## config.mk

```make
export PLATFORM = sky130hd
export DESIGN_NAME = alu_pipe
export DESIGN_NICKNAME = d
export VERILOG_FILES = /design/src/rtl/alu_pkg.sv /design/src/rtl/alu_mul_seq.sv /design/src/rtl/alu_pipe.sv
export SDC_FILE = /design/constraint.sdc
export NUM_CORES = 1
export LEC_CHECK = 0
export CAP_MARGIN = 30
export CORE_ASPECT_RATIO = 0.75
export CORE_MARGIN = 5
export CORE_UTILIZATION = 40
export CTS_CLUSTER_DIAMETER = 40
export DETAILED_ROUTE_END_ITERATION = 10
export DONT_BUFFER_PORTS = 1
export PLACE_DENSITY_LB_ADDON = 0.05
export SKIP_LAST_GASP = 1
export SLEW_MARGIN = 20
export SYNTH_ARGS = -nofsm -noshare
export SYNTH_HDL_FRONTEND = slang
export SYNTH_SLANG_ARGS = --single-unit
```

## constraint.sdc

```tcl
create_clock -name clk -period 6.56 [get_ports clk]
set_clock_uncertainty 0.1 [all_clocks]
set_input_delay 0.984 -clock clk [delete_from_list [all_inputs] [get_ports clk]]
set_output_delay 0.984 -clock clk [all_outputs]
set_load 0.02 [all_outputs]
```

## src/rtl/alu_pkg.sv

```systemverilog
// Shared opcode, flag-index and FSM-state definitions for the pipelined ALU.
package alu_pkg;

  localparam int unsigned OPC_W = 4;
  localparam int unsigned FLG_W = 4;

  localparam logic [OPC_W-1:0] OP_ADD = 4'h0;
  localparam logic [OPC_W-1:0] OP_SUB = 4'h1;
  localparam logic [OPC_W-1:0] OP_AND = 4'h2;
  localparam logic [OPC_W-1:0] OP_OR  = 4'h3;
  localparam logic [OPC_W-1:0] OP_XOR = 4'h4;
  localparam logic [OPC_W-1:0] OP_SHL = 4'h5;
  localparam logic [OPC_W-1:0] OP_SHR = 4'h6;
  localparam logic [OPC_W-1:0] OP_NOT = 4'h7;
  localparam logic [OPC_W-1:0] OP_LTU = 4'h8;
  localparam logic [OPC_W-1:0] OP_GTU = 4'h9;
  localparam logic [OPC_W-1:0] OP_MUL = 4'hA;
  localparam logic [OPC_W-1:0] OP_SRA = 4'hB;

  // Bit positions inside the {N,V,C,Z} flag vector
  localparam int unsigned FLG_Z = 0;
  localparam int unsigned FLG_C = 1;
  localparam int unsigned FLG_V = 2;
  localparam int unsigned FLG_N = 3;

  typedef enum logic {
    ST_IDLE = 1'b0,
    ST_BUSY = 1'b1
  } state_t;

endpackage

```

## src/rtl/alu_mul_seq.sv

```systemverilog
// Iterative shift-add multiplier: one multiplier bit per clock, WIDTH clocks per product.
// o_done rises after the last step and stays high until the next start.
module alu_mul_seq #(
  parameter int unsigned WIDTH = 16
) (
  input  logic             clk,
  input  logic             rst,
  input  logic             i_start,
  input  logic [WIDTH-1:0] i_a,
  input  logic [WIDTH-1:0] i_b,
  output logic             o_done,
  output logic [WIDTH-1:0] o_lo,
  output logic             o_hi_nz
);

  localparam int unsigned CNT_W = $clog2(WIDTH);

  logic [2*WIDTH-1:0] r_acc;
  logic [2*WIDTH-1:0] r_mcand;
  logic [WIDTH-1:0]   r_mplier;
  logic [CNT_W-1:0]   r_cnt;
  logic               r_busy;
  logic               r_done;

  always_ff @(posedge clk or posedge rst) begin
    if (rst) begin
      r_acc    <= '0;
      r_mcand  <= '0;
      r_mplier <= '0;
      r_cnt    <= '0;
      r_busy   <= 1'b0;
      r_done   <= 1'b0;
    end else if (i_start) begin
      r_acc    <= '0;
      r_mcand  <= {{WIDTH{1'b0}}, i_a};
      r_mplier <= i_b;
      r_cnt    <= '0;
      r_busy   <= 1'b1;
      r_done   <= 1'b0;
    end else if (r_busy) begin
      if (r_mplier[0]) begin
        r_acc <= r_acc + r_mcand;
      end
      r_mcand  <= r_mcand << 1;
      r_mplier <= r_mplier >> 1;
      r_cnt    <= r_cnt + CNT_W'(1);
      if (r_cnt == CNT_W'(WIDTH - 1)) begin
        r_busy <= 1'b0;
        r_done <= 1'b1;
      end
    end
  end

  assign o_done  = r_done;
  assign o_lo    = r_acc[WIDTH-1:0];
  assign o_hi_nz = |r_acc[2*WIDTH-1:WIDTH];

endmodule

```

## src/rtl/alu_pipe.sv

```systemverilog
// Registered ALU between operand fetch and writeback: valid/ready on both sides,
// {N,V,C,Z} flags, single-cycle ops at full rate and an optional iterative MUL.
module alu_pipe
  import alu_pkg::*;
#(
  parameter int unsigned WIDTH  = 16,
  parameter int unsigned TAG_W  = 4,
  parameter bit          MUL_EN = 1'b1
) (
  input  logic             clk,
  input  logic             rst,
  input  logic             in_valid,
  output logic             in_ready,
  input  logic [OPC_W-1:0] in_opcode,
  input  logic [WIDTH-1:0] in_a,
  input  logic [WIDTH-1:0] in_b,
  input  logic [TAG_W-1:0] in_tag,
  output logic             out_valid,
  input  logic             out_ready,
  output logic [WIDTH-1:0] out_result,
  output logic [TAG_W-1:0] out_tag,
  output logic [FLG_W-1:0] out_flags,
  output logic             out_err
);

  localparam int unsigned MSB = WIDTH - 1;

  state_t           r_state;
  state_t           w_state_nxt;
  logic [TAG_W-1:0] r_mul_tag;

  logic             w_out_free;
  logic             w_accept;
  logic             w_is_mul;
  logic             w_mul_start;
  logic             w_load_single;
  logic             w_load_mul;

  logic [WIDTH:0]   w_sum;
  logic [WIDTH:0]   w_diff;
  logic             w_big_shift;
  logic [WIDTH-1:0] w_res;
  logic             w_c;
  logic             w_v;
  logic             w_err;
  logic [FLG_W-1:0] w_flg;

  logic             w_mul_done;
  logic             w_mul_hi_nz;
  logic [WIDTH-1:0] w_mul_lo;
  logic [FLG_W-1:0] w_mul_flg;

  // Handshake: the output slot is free when empty or being drained this edge
  assign w_out_free    = ~out_valid | out_ready;
  assign in_ready      = (r_state == ST_IDLE) & w_out_free;
  assign w_accept      = in_valid & in_ready;
  assign w_is_mul      = MUL_EN && (in_opcode == OP_MUL);
  assign w_mul_start   = w_accept & w_is_mul;
  assign w_load_single = w_accept & ~w_is_mul;
  assign w_load_mul    = (r_state == ST_BUSY) & w_mul_done & w_out_free;

  // Extra top bit carries out (ADD) or borrow (SUB)
  assign w_sum       = {1'b0, in_a} + {1'b0, in_b};
  assign w_diff      = {1'b0, in_a} - {1'b0, in_b};
  assign w_big_shift = (in_b >= WIDTH'(WIDTH));

  // Single-cycle datapath and flags
  always_comb begin
    w_res = '0;
    w_c   = 1'b0;
    w_v   = 1'b0;
    w_err = 1'b0;
    w_flg = '0;
    case (in_opcode)
      OP_ADD: begin
        w_res = w_sum[WIDTH-1:0];
        w_c   = w_sum[WIDTH];
        w_v   = (in_a[MSB] == in_b[MSB]) & (w_sum[MSB] != in_a[MSB]);
      end
      OP_SUB: begin
        w_res = w_diff[WIDTH-1:0];
        w_c   = w_diff[WIDTH];
        w_v   = (in_a[MSB] != in_b[MSB]) & (w_diff[MSB] != in_a[MSB]);
      end
      OP_AND: w_res = in_a & in_b;
      OP_OR:  w_res = in_a | in_b;
      OP_XOR: w_res = in_a ^ in_b;
      OP_SHL: w_res = w_big_shift ? '0 : (in_a << in_b);
      OP_SHR: w_res = w_big_shift ? '0 : (in_a >> in_b);
      OP_NOT: w_res = ~in_a;
      OP_LTU: w_res = WIDTH'(in_a < in_b);
      OP_GTU: w_res = WIDTH'(in_a > in_b);
      OP_SRA: w_res = w_big_shift ? {WIDTH{in_a[MSB]}} : WIDTH'($signed(in_a) >>> in_b);
      default: w_err = 1'b1;
    endcase
    if (!w_err) begin
      w_flg[FLG_Z] = (w_res == '0);
      w_flg[FLG_C] = w_c;
      w_flg[FLG_V] = w_v;
      w_flg[FLG_N] = w_res[MSB];
    end
  end

  generate
    if (MUL_EN) begin : g_mul
      alu_mul_seq #(.WIDTH(WIDTH)) u_mul (
        .clk     (clk),
        .rst     (rst),
        .i_start (w_mul_start),
        .i_a     (in_a),
        .i_b     (in_b),
        .o_done  (w_mul_done),
        .o_lo    (w_mul_lo),
        .o_hi_nz (w_mul_hi_nz)
      );
    end else begin : g_no_mul
      assign w_mul_done  = 1'b0;
      assign w_mul_lo    = '0;
      assign w_mul_hi_nz = 1'b0;
    end
  endgenerate

  always_comb begin
    w_mul_flg        = '0;
    w_mul_flg[FLG_Z] = (w_mul_lo == '0);
    w_mul_flg[FLG_C] = w_mul_hi_nz;
    w_mul_flg[FLG_N] = w_mul_lo[MSB];
  end

  always_ff @(posedge clk or posedge rst) begin
    if (rst) begin
      r_state <= ST_IDLE;
    end else begin
      r_state <= w_state_nxt;
    end
  end

  always_comb begin
    w_state_nxt = r_state;
    case (r_state)
      ST_IDLE: if (w_mul_start) w_state_nxt = ST_BUSY;
      ST_BUSY: if (w_load_mul)  w_state_nxt = ST_IDLE;
      default: w_state_nxt = ST_IDLE;
    endcase
  end

  always_ff @(posedge clk or posedge rst) begin
    if (rst) begin
      r_mul_tag <= '0;
    end else if (w_mul_start) begin
      r_mul_tag <= in_tag;
    end
  end

  // Output register: load wins over drain so a result can stream in as the old one leaves
  always_ff @(posedge clk or posedge rst) begin
    if (rst) begin
      out_valid  <= 1'b0;
      out_result <= '0;
      out_tag    <= '0;
      out_flags  <= '0;
      out_err    <= 1'b0;
    end else if (w_load_mul) begin
      out_valid  <= 1'b1;
      out_result <= w_mul_lo;
      out_tag    <= r_mul_tag;
      out_flags  <= w_mul_flg;
      out_err    <= 1'b0;
    end else if (w_load_single) begin
      out_valid  <= 1'b1;
      out_result <= w_res;
      out_tag    <= in_tag;
      out_flags  <= w_flg;
      out_err    <= w_err;
    end else if (out_ready) begin
      out_valid  <= 1'b0;
    end
  end

endmodule

```

# == Word-level counts from Yosys, hierarchy flattened ==
# Index checks and enable logic that the tools add are counted.
# totals
latch_bits,0
memories,0
register_bits,117
output_inout_bits,27
input_bits,44
ramBits,0
rom_bits,0
# classes
n_reduce_logical,12
add_sub_neg,4
shifts,3
n_bitwise,16
n_eq_ne,16
n_lt_le_gt_ge,3
muxes,37
n_mul,0
div,0
# op_table
operator,count
case mux 16 bit (11 select lines),1
2-to-1 mux 32 bit,5
2-to-1 mux 16 bit,7
adder 32 bit,1
zero test 16 bit,2
2-to-1 mux 4 bit,7
"equality test 4 bit, second input constant",5
adder 16 x 16 -> 17 bit,1
subtractor 16 x 16 -> 17 bit,1
AND 16 bit,1
"equality test 4 x 3 -> 1 bit, second input constant",4
">= comparator 16 x 5 -> 1 bit, second input constant",1
> comparator 16 bit,1
less-than comparator 16 bit,1
NOT 16 bit,1
OR 16 bit,1
OR reduction 16 bit,1
left shift 16 x 16 -> 16 bit,1
>> shifter 16 x 16 -> 16 bit,1
>>> shifter 16 x 16 -> 16 bit,1
bitwise XOR 16 bit,1
2-to-1 mux 1 bit,14
OR reduction 11 bit,1
AND 1 bit,8
other kinds (12),23

# == Logic depth before layout (Yosys ltp) ==
# Gate-level depths: netlist of the first run.
# logic_depth
depth_word,7
mapped_depth,15
mapped_depth_nobuf,14

# == Cells and area by module ==
# Synthesis of the first run repeated with hierarchy kept, for this count alone.
# unflattened
cells_unflattened,1420
area_unflattened_um2,11654.9
# by_module_without_submodules
module,seq_area_each_um2,n_inst,cells_each,area_per_inst_um2
alu_pipe,775.7,1,820,6216.0
alu_mul_seq,2152.1,1,600,5439.0

# == Worst setup path before layout of the first run ==
# OpenSTA, ideal clock, no wires.
# synth_timing
kind,input to register
from,in in_b[2]
to,reg out_flags[0]
path_slack_ns,1.968
arrival_ns,4.417
path_buffers,3
path_stages,15
cell_sequence,clkbuf_1 inv_2 buf_2 buf_1 ha_1 a211o_1 a21oi_1 nor2_1 o41a_1 a221o_1 a21oi_1 and4_1 nand4b_1 or3_1 o21ai_2
# synth_between
elab_chain_len,7
elab_cells_between_ends,19
# synth_rtl
item,line,rtl
from (decl),alu_pipe.sv:16,"input logic [WIDTH-1:0] in_b,"
>= comparator 16 x 5 -> 1 bit (tied with other cells),alu_pipe.sv:65,assign w_big_shift = (in_b >= WIDTH'(WIDTH));
2-to-1 mux 16 bit (on tied branches),"alu_pipe.sv:93, alu_pipe.sv:88, alu_pipe.sv:89",
case mux 16 bit (11 select lines) (*),alu_pipe.sv:74,case (in_opcode)
zero test 16 bit (*),alu_pipe.sv:97,w_flg[FLG_Z] = (w_res == '0);
2-to-1 mux 4 bit (*),alu_pipe.sv:96,if (!w_err) begin
2-to-1 mux 4 bit (*),alu_pipe.sv:169,end else if (w_load_single) begin
2-to-1 mux 4 bit (*),alu_pipe.sv:163,end else if (w_load_mul) begin
to (signal assigned),alu_pipe.sv:167,out_flags <= w_mul_flg;
to (signal assigned),alu_pipe.sv:173,out_flags <= w_flg;
to (decl),alu_pipe.sv:22,"output logic [FLG_W-1:0] out_flags,"
# Mark *: on every way between the ends. The rest lies on a longest branch, timed or not. The select of a mux whose other input is x is not followed.
# A chain may end at the register's enable or synchronous reset.

# == Worst setup path after layout of the first run ==
# Same ends and word-level chain as after synthesis.

==> reports/results.tsv, run 1 <==
metric	value	unit
Setup WS pre-CTS	1.83	ns
CTS tree	built	
crit-path leading delay family	compound AO/OA/AOI/OAI gates	
Max Fclk	231	MHz
reg2reg start	g_mul.u_mul.r_acc[1]	
first-pass GRT wire length	63900	um
Worst Setup Slack, final	2.24	ns
maximum fanout along the worst path	28	
num ports	71	
peak supply drop	0.228	mV
largest net degree at the start of global routing	73	
Post-CTS Setup Inserts	0	
Root Buffer	clkbuf_16	
asr flop ratio synth	100	%
register area share after synthesis	26.4	%
vias per cell	6.46	
RePlAce Congestion	1.03	
GRT Residual Overflow	0	
Critical Setup Path Class	in -> reg	
CTS buffer count	17	
Final Setup Violations	0	
Yosys warning count	0	
register area	2930	um^2
Die Y	154	um
Yosys top cell area share	26.4	%
Final Util	43.9	%
maximum level of the CTS H-tree	4	
syn nets	1472	
initial drt markers	1140	
Slew HR	38.4	%
max-slew violations	0	
top post-synthesis cells by area	dfrtp_1 26%, ha_1 9.0%, mux2i_1 6.5%	
CP Launch Type	primary input	
Hold WC Path Type	in -> async	
# clock sinks	117	
via count	10700	
slowest CP cell	a2111oi_0	
total power	4.12	mW
WL final	41800	um
initial antenna violation count	0	
worst-margin pin slew	0.921	ns
Fillers	2737	
# DRC	0	
worst path cell trace	inv_2, ha_1, nand2b_1, a221oi_1, o22ai_1, o21ai_0, nor3_1, a2111oi_0, and4_1, nand4b_1, or3_1, o21ai_2	
Rows	52	
power per cell area	345	nW/um^2
post-CTS resize count	0	
PortBufs	0	
RSZ-0062 raised after global routing	false	
die area	31200	um^2
crit path from	in_b[2]	
CTS Hold Bufs	0	
Final ANT Viol Nets	0	
ant diodes	0	
flops & latches, synth	117	
synthesized instance count	1345	
Yosys top cell by area	dfrtp_1	
final net count	1412	
CTS clock-pin slew for the worst setup and hold paths	0.06	ns
status	complete, no violations	
CP max stage delay	0.71	ns
Initial Util	40.8	%
half-perimeter wire length after placement	31600	um
max-cap check violation count	0	
Worst Path Arrival	4.58	ns
post-synthesis average cell area	8.26	um^2
Synth-to-Final Area Change	7.42	%
share of cells above drive strength 1	7.55	%
Worst-Skew Late Latency	0.44	ns
Worst setup EP type	register	
leak pwr	5.20	nW
Tmin final	4.32	ns
Post-Syn Area	11100	um^2
number of synthesized flops with an enable pin	0	
Synth cell types	85	
die width	202	um
Buffers & Inverters on Critical Path	1	
predominant post-synthesis flop cell	dfrtp_1	
Tcrit/Tclk final	65.9	%
core footprint	27200	um^2
setup TNS	0	ns
drt wl/cell	25.4	um
clock buffer depth	2	
number of global-route vias before repair	9720	
critical path required time	6.82	ns
All-Layer GR Usage	26.4	%
Final Hold Viols	0	
DR pass1 iterations	5	
area occupied by multi-input gates	7610	um^2
power by group:
group / leakage (nW) / switching [mW] / internal [mW]
Combinational: 3.40 / 1.02 / 0.778
Clock: 0.296 / 0.375 / 0.637
Sequential: 1.50 / 0.317 / 0.993
Total: 5.20 / 1.71 / 2.41
final timing paths:
path,cells past startpoint,to,slack [ns]
setup / recovery,12,out_flags[0],2.24
hold / removal,1,out_tag[3],0.33
setup reg to reg,11,g_mul.u_mul.r_acc[31],2.67
hold reg to reg,2,r_mul_tag[2],0.38
max in group asynchronous,2,g_mul.u_mul.r_mplier[1],5.06
min in group clk,2,r_mul_tag[2],0.38
cell families (layout without fill, tap and decap cells):
group	after synthesis	count (layout)	share of synthesized area, %
compound gates	418	418	25.0
xor+xnor	28	28	2.21
fa+ha+maj	83	83	9.55
buf+inv	148	101	5.27
flops	117	117	26.4
mux	100	100	11.5
simple gates	451	451	20.2
layer usage:
layer	global-route usage, %	part of all wire (%)
met1	42.7	50
met2	34.0	38
met3	7.45	10
met4	5.59	1.9
met5	0	0
metrics by stage:
stage / instances / area, um^2 / hold slack, ns
5_1_grt: 1649 / 11900 / 0.355
4_1_cts: 1648 / 11900 / 0.386
2_1_floorplan: 1345 / 11100 / 0.346
3_3_place_gp: 1616 / 11300 / 0.363
6_report: 1649 / 11900 / 0.333
3_5_place_dp: 1616 / 11300 / 0.367
synth_stat cells, drive strengths merged (7+ instances only):
cell type	instances
nor2b	12
clkbuf	75
buf	18
mux2	7
nand4	14
and2	9
a31oi	17
a22oi	7
nand3	32
o211ai	16
o31ai	8
mux4	21
a21oi	105
ha	80
o21ai	90
nand2	163
o221ai	11
nor2	98
nand2b	10
and3	16
nor3	29
a221o	12
mux2i	72
a221oi	11
o21bai	9
nor4	26
a2111oi	7
or4	8
or3	9
a211oi	15
inv	55
xor2	11
a21o	29
dfrtp	117
o22ai	19
o21a	10
xnor2	17
sequential cells by signal, indices dropped and copies added (netlist names):
signal and cells:
out_err 1, out_result 16, g_mul.u_mul.r_mcand 32, g_mul.u_mul.r_acc 32, r_state 1, out_flags 4
g_mul.u_mul.r_mplier 16, g_mul.u_mul.r_cnt 4, out_tag 4, g_mul.u_mul.r_busy 1, r_mul_tag 4, g_mul.u_mul.o_done 1
out_valid 1
layout make-up:
class	instances	share of cell area [%]
tap	351	3.68
sequential	117	24.5
clock buffer	17	3.57
clock inverter	15	1.71
timing repair buffer	14	0.986
inverter	55	1.75
multi-input combinational	1080	63.8
placed cells by master, fill, tap and decap left out, types with 14 or more instances in the layout:
cell type / count
and3_1: 16
xnor2_1: 17
nand2_1: 162
nor4_1: 20
mux4_2: 21
dfrtp_1: 116
o22ai_1: 19
a211oi_1: 15
nand4_1: 14
nand3_1: 32
a31oi_1: 17
clkbuf_16: 17
nor2_1: 97
o21ai_0: 85
inv_1: 53
ha_1: 80
o211ai_1: 16
a21o_1: 29
nor3_1: 27
mux2i_1: 72
a21oi_1: 105
Note: power is estimated with default switching activity, not from simulation.
==> inputs of run 2 (changes only) <==
==> constraint.sdc (replaced) <==
create_clock -name clk -period 3.87 [get_ports clk]
set_clock_uncertainty 0.1 [all_clocks]
set_input_delay 0.5805 -clock clk [delete_from_list [all_inputs] [get_ports clk]]
set_output_delay 0.5805 -clock clk [all_outputs]
set_load 0.02 [all_outputs]
==> run 2 against run 1 <==
Compared with the run above:
- die area stayed put
- sequential cell count stayed put
- global-route usage grew 1.7 points
- final cell count up 4.7%
- utilization is 2.1 points higher
- clock power is 64% higher
- non-clock buffer count grew 77
- critical endpoint is now g_mul.u_mul.r_acc[31]
- largest power group unchanged
- highest routed layer is now met5
==> reports/results.tsv, run 2 (same netlist as run 1, synthesis figures left out) <==
metric	value	unit	change
status	complete, no violations		
# DRC	0		unchanged
Worst Setup Slack, final	0.290	ns	-1.95 ns
leak pwr	5.58	nW	+7.3%
worst-margin pin slew	0.928	ns	+0.00662 ns
worst path cell trace	ha_1, a211oi_1, o21ai_0, a22oi_1, a31oi_1, a21oi_1, o21ai_0, a2111oi_2, o31a_1, o21a_1, mux2i_1		
Logic pwr share	45.7	%	+2.0 points
Critical Setup Path Class	reg -> reg		
core footprint	27200	um^2	unchanged
initial drt markers	1112		-2.5%
RePlAce Congestion	1.00		-3.1%
critical path required time	4.12	ns	-2.70 ns
register area	2930	um^2	unchanged
number of global-route vias before repair	10300		+6.0%
Tcrit/Tclk final	92.5	%	
Buffers & Inverters on Critical Path	0		-1
post-CTS resize count	0		unchanged
PortBufs	0		unchanged
Tmin final	3.58	ns	
GRT Residual Overflow	0		unchanged
Hold WC Path Type	in -> async		
RSZ-0062 raised after global routing	false		
Fillers	2764		+0.99%
Root Buffer	clkbuf_16		
final net count	1489		+5.5%
CTS tree	built		
Worst setup EP type	register		
Worst-Skew Late Latency	0.43	ns	about the same
Die Y	154	um	unchanged
die area	31200	um^2	unchanged
maximum fanout along the worst path	4		-86%
commonest non-fill, non-tap cell in the layout	nand2_1		
Worst Path Arrival	3.83	ns	-0.75 ns
Final ANT Viol Nets	0		unchanged
Setup WS pre-CTS	-0.0261	ns	-1.86 ns
max-slew violations	0		unchanged
Final Setup Violations	0		unchanged
share of cells above drive strength 1	12.8	%	+5.2 points
peak supply drop	0.419	mV	+84%
largest net degree at the start of global routing	67		-8.2%
Clk pwr share	23.4	%	-1.2 points
crit-path leading delay family	compound AO/OA/AOI/OAI gates		
R2R cell count	11		unchanged
area occupied by multi-input gates	7620	um^2	+0.13%
vias per cell	6.33		-2.0%
Switching Power	2.92	mW	+71%
Slew HR	38.1	%	-0.27 points
CTS clock-pin slew for the worst setup and hold paths	0.06	ns	about the same
CTS buffer count	17		unchanged
Post-CTS Setup Inserts	0		unchanged
half-perimeter wire length after placement	34400	um	+8.8%
Internal	4.18	mW	+74%
ant diodes	0		unchanged
Final Hold Viols	0		unchanged
num ports	71		unchanged
WL final	44400	um	+6.1%
initial antenna violation count	1		+1
Synth-to-Final Area Change	12.7	%	
WP depth	11		-1
Crit path top cell by count	o21ai_0		
die width	202	um	unchanged
design area	12500	um^2	+4.9%
most frequent cells in the layout	162 x nand2_1, 116 x dfrtp_1, 104 x a21oi_1, 97 x nor2_1, 89 x buf_4		
switching share of power	41.1	%	-0.40 points
CTS Hold Bufs	0		unchanged
maximum level of the CTS H-tree	4		unchanged
CP max stage delay	0.46	ns	-0.25 ns
Top Registers	g_mul.u_mul.r_acc (32), g_mul.u_mul.r_mcand (32)		
Initial Util	40.8	%	unchanged
All-Layer GR Usage	28.0	%	+1.7 points
first-pass GRT wire length	67300	um	+5.3%
part of the power in registers	30.9	%	-0.9 points
# clock sinks	117		unchanged
via count	10900		+2.6%
power per cell area	567	nW/um^2	+64%
CP Launch Type	register		
Post-DP Area	11900	um^2	+5.4%
slowest CP cell	a2111oi_2		
max-cap check violation count	0		unchanged
clock buffer depth	2		unchanged
Max Fclk	279	MHz	
DR pass1 iterations	5		unchanged
drt wl/cell	25.7	um	+1.4%
Rows	52		unchanged
==> run 2: changes by cell type in the layout (fill, tap and decap cells not counted), sizes merged <==
cell	previous run	this run
inv	57	56
buf	14	91
clkinvlp	4	1
clkinv	5	8
clkbuf	17	18
==> run 2: worst register-to-register path, cell delays in order (launching register included) <==
cell	delay (ns)
dfrtp_1	0.42
ha_1	0.31
a211oi_1	0.30
o21ai_0	0.25
a22oi_1	0.36
a31oi_1	0.21
a21oi_1	0.34
o21ai_0	0.25
a2111oi_2	0.46
o31a_1	0.17
o21a_1	0.16
mux2i_1	0.18
==> run 2: area by class of cell <==
cell class / count / area share [%]
tap: 351 / 3.51
clock inverter: 14 / 1.47
timing repair buffer: 91 / 5.66
multi-input combinational: 1080 / 60.9
clock buffer: 18 / 3.43
sequential: 117 / 23.4
inverter: 55 / 1.67
==> run 2: worst paths after layout <==
kind                                      startpoint                    end  slack [ns]
min in group clk                           in_tag[3]           r_mul_tag[3]        0.16
worst max-delay path            g_mul.u_mul.r_acc[1]  g_mul.u_mul.r_acc[31]        0.29
worst min-delay path                             rst           r_mul_tag[3]        0.01
worst min register to register          r_mul_tag[3]           r_mul_tag[3]        0.38
worst max register to register  g_mul.u_mul.r_acc[1]  g_mul.u_mul.r_acc[31]        0.29
max in group asynchronous                        rst     g_mul.u_mul.r_busy        2.77
==> run 2: layer usage <==
layer	global-route usage [%]	wire [um]
met1	42.0	21500
met2	36.6	16900
met3	10.4	4620
met4	9.37	1430
met5	0	7
==> run 2: through the flow <==
step	utilization [%]	instances	power (mW)	hold slack, ns	setup TNS (ns)
2_1_floorplan	-	1345	4.55	0.346	0
3_3_place_gp	43.7	1694	5.38	0.360	-0.0932
3_5_place_dp	43.7	1694	5.39	0.367	-0.0261
4_1_cts	46.0	1726	7.11	0.0261	0
5_1_grt	46.0	1726	7.64	0.0627	0
6_report	46.0	1726	7.10	0.0110	0
==> run 2: power groups by stage <==
stage	sequential [mW]	clock [mW]	combinational, mW
floorplan	2.05	0	2.50
global placement	2.21	0	3.17
detailed placement	2.21	0	3.19
CTS	2.20	1.70	3.21
global route	2.26	1.76	3.62
finish	2.19	1.66	3.24
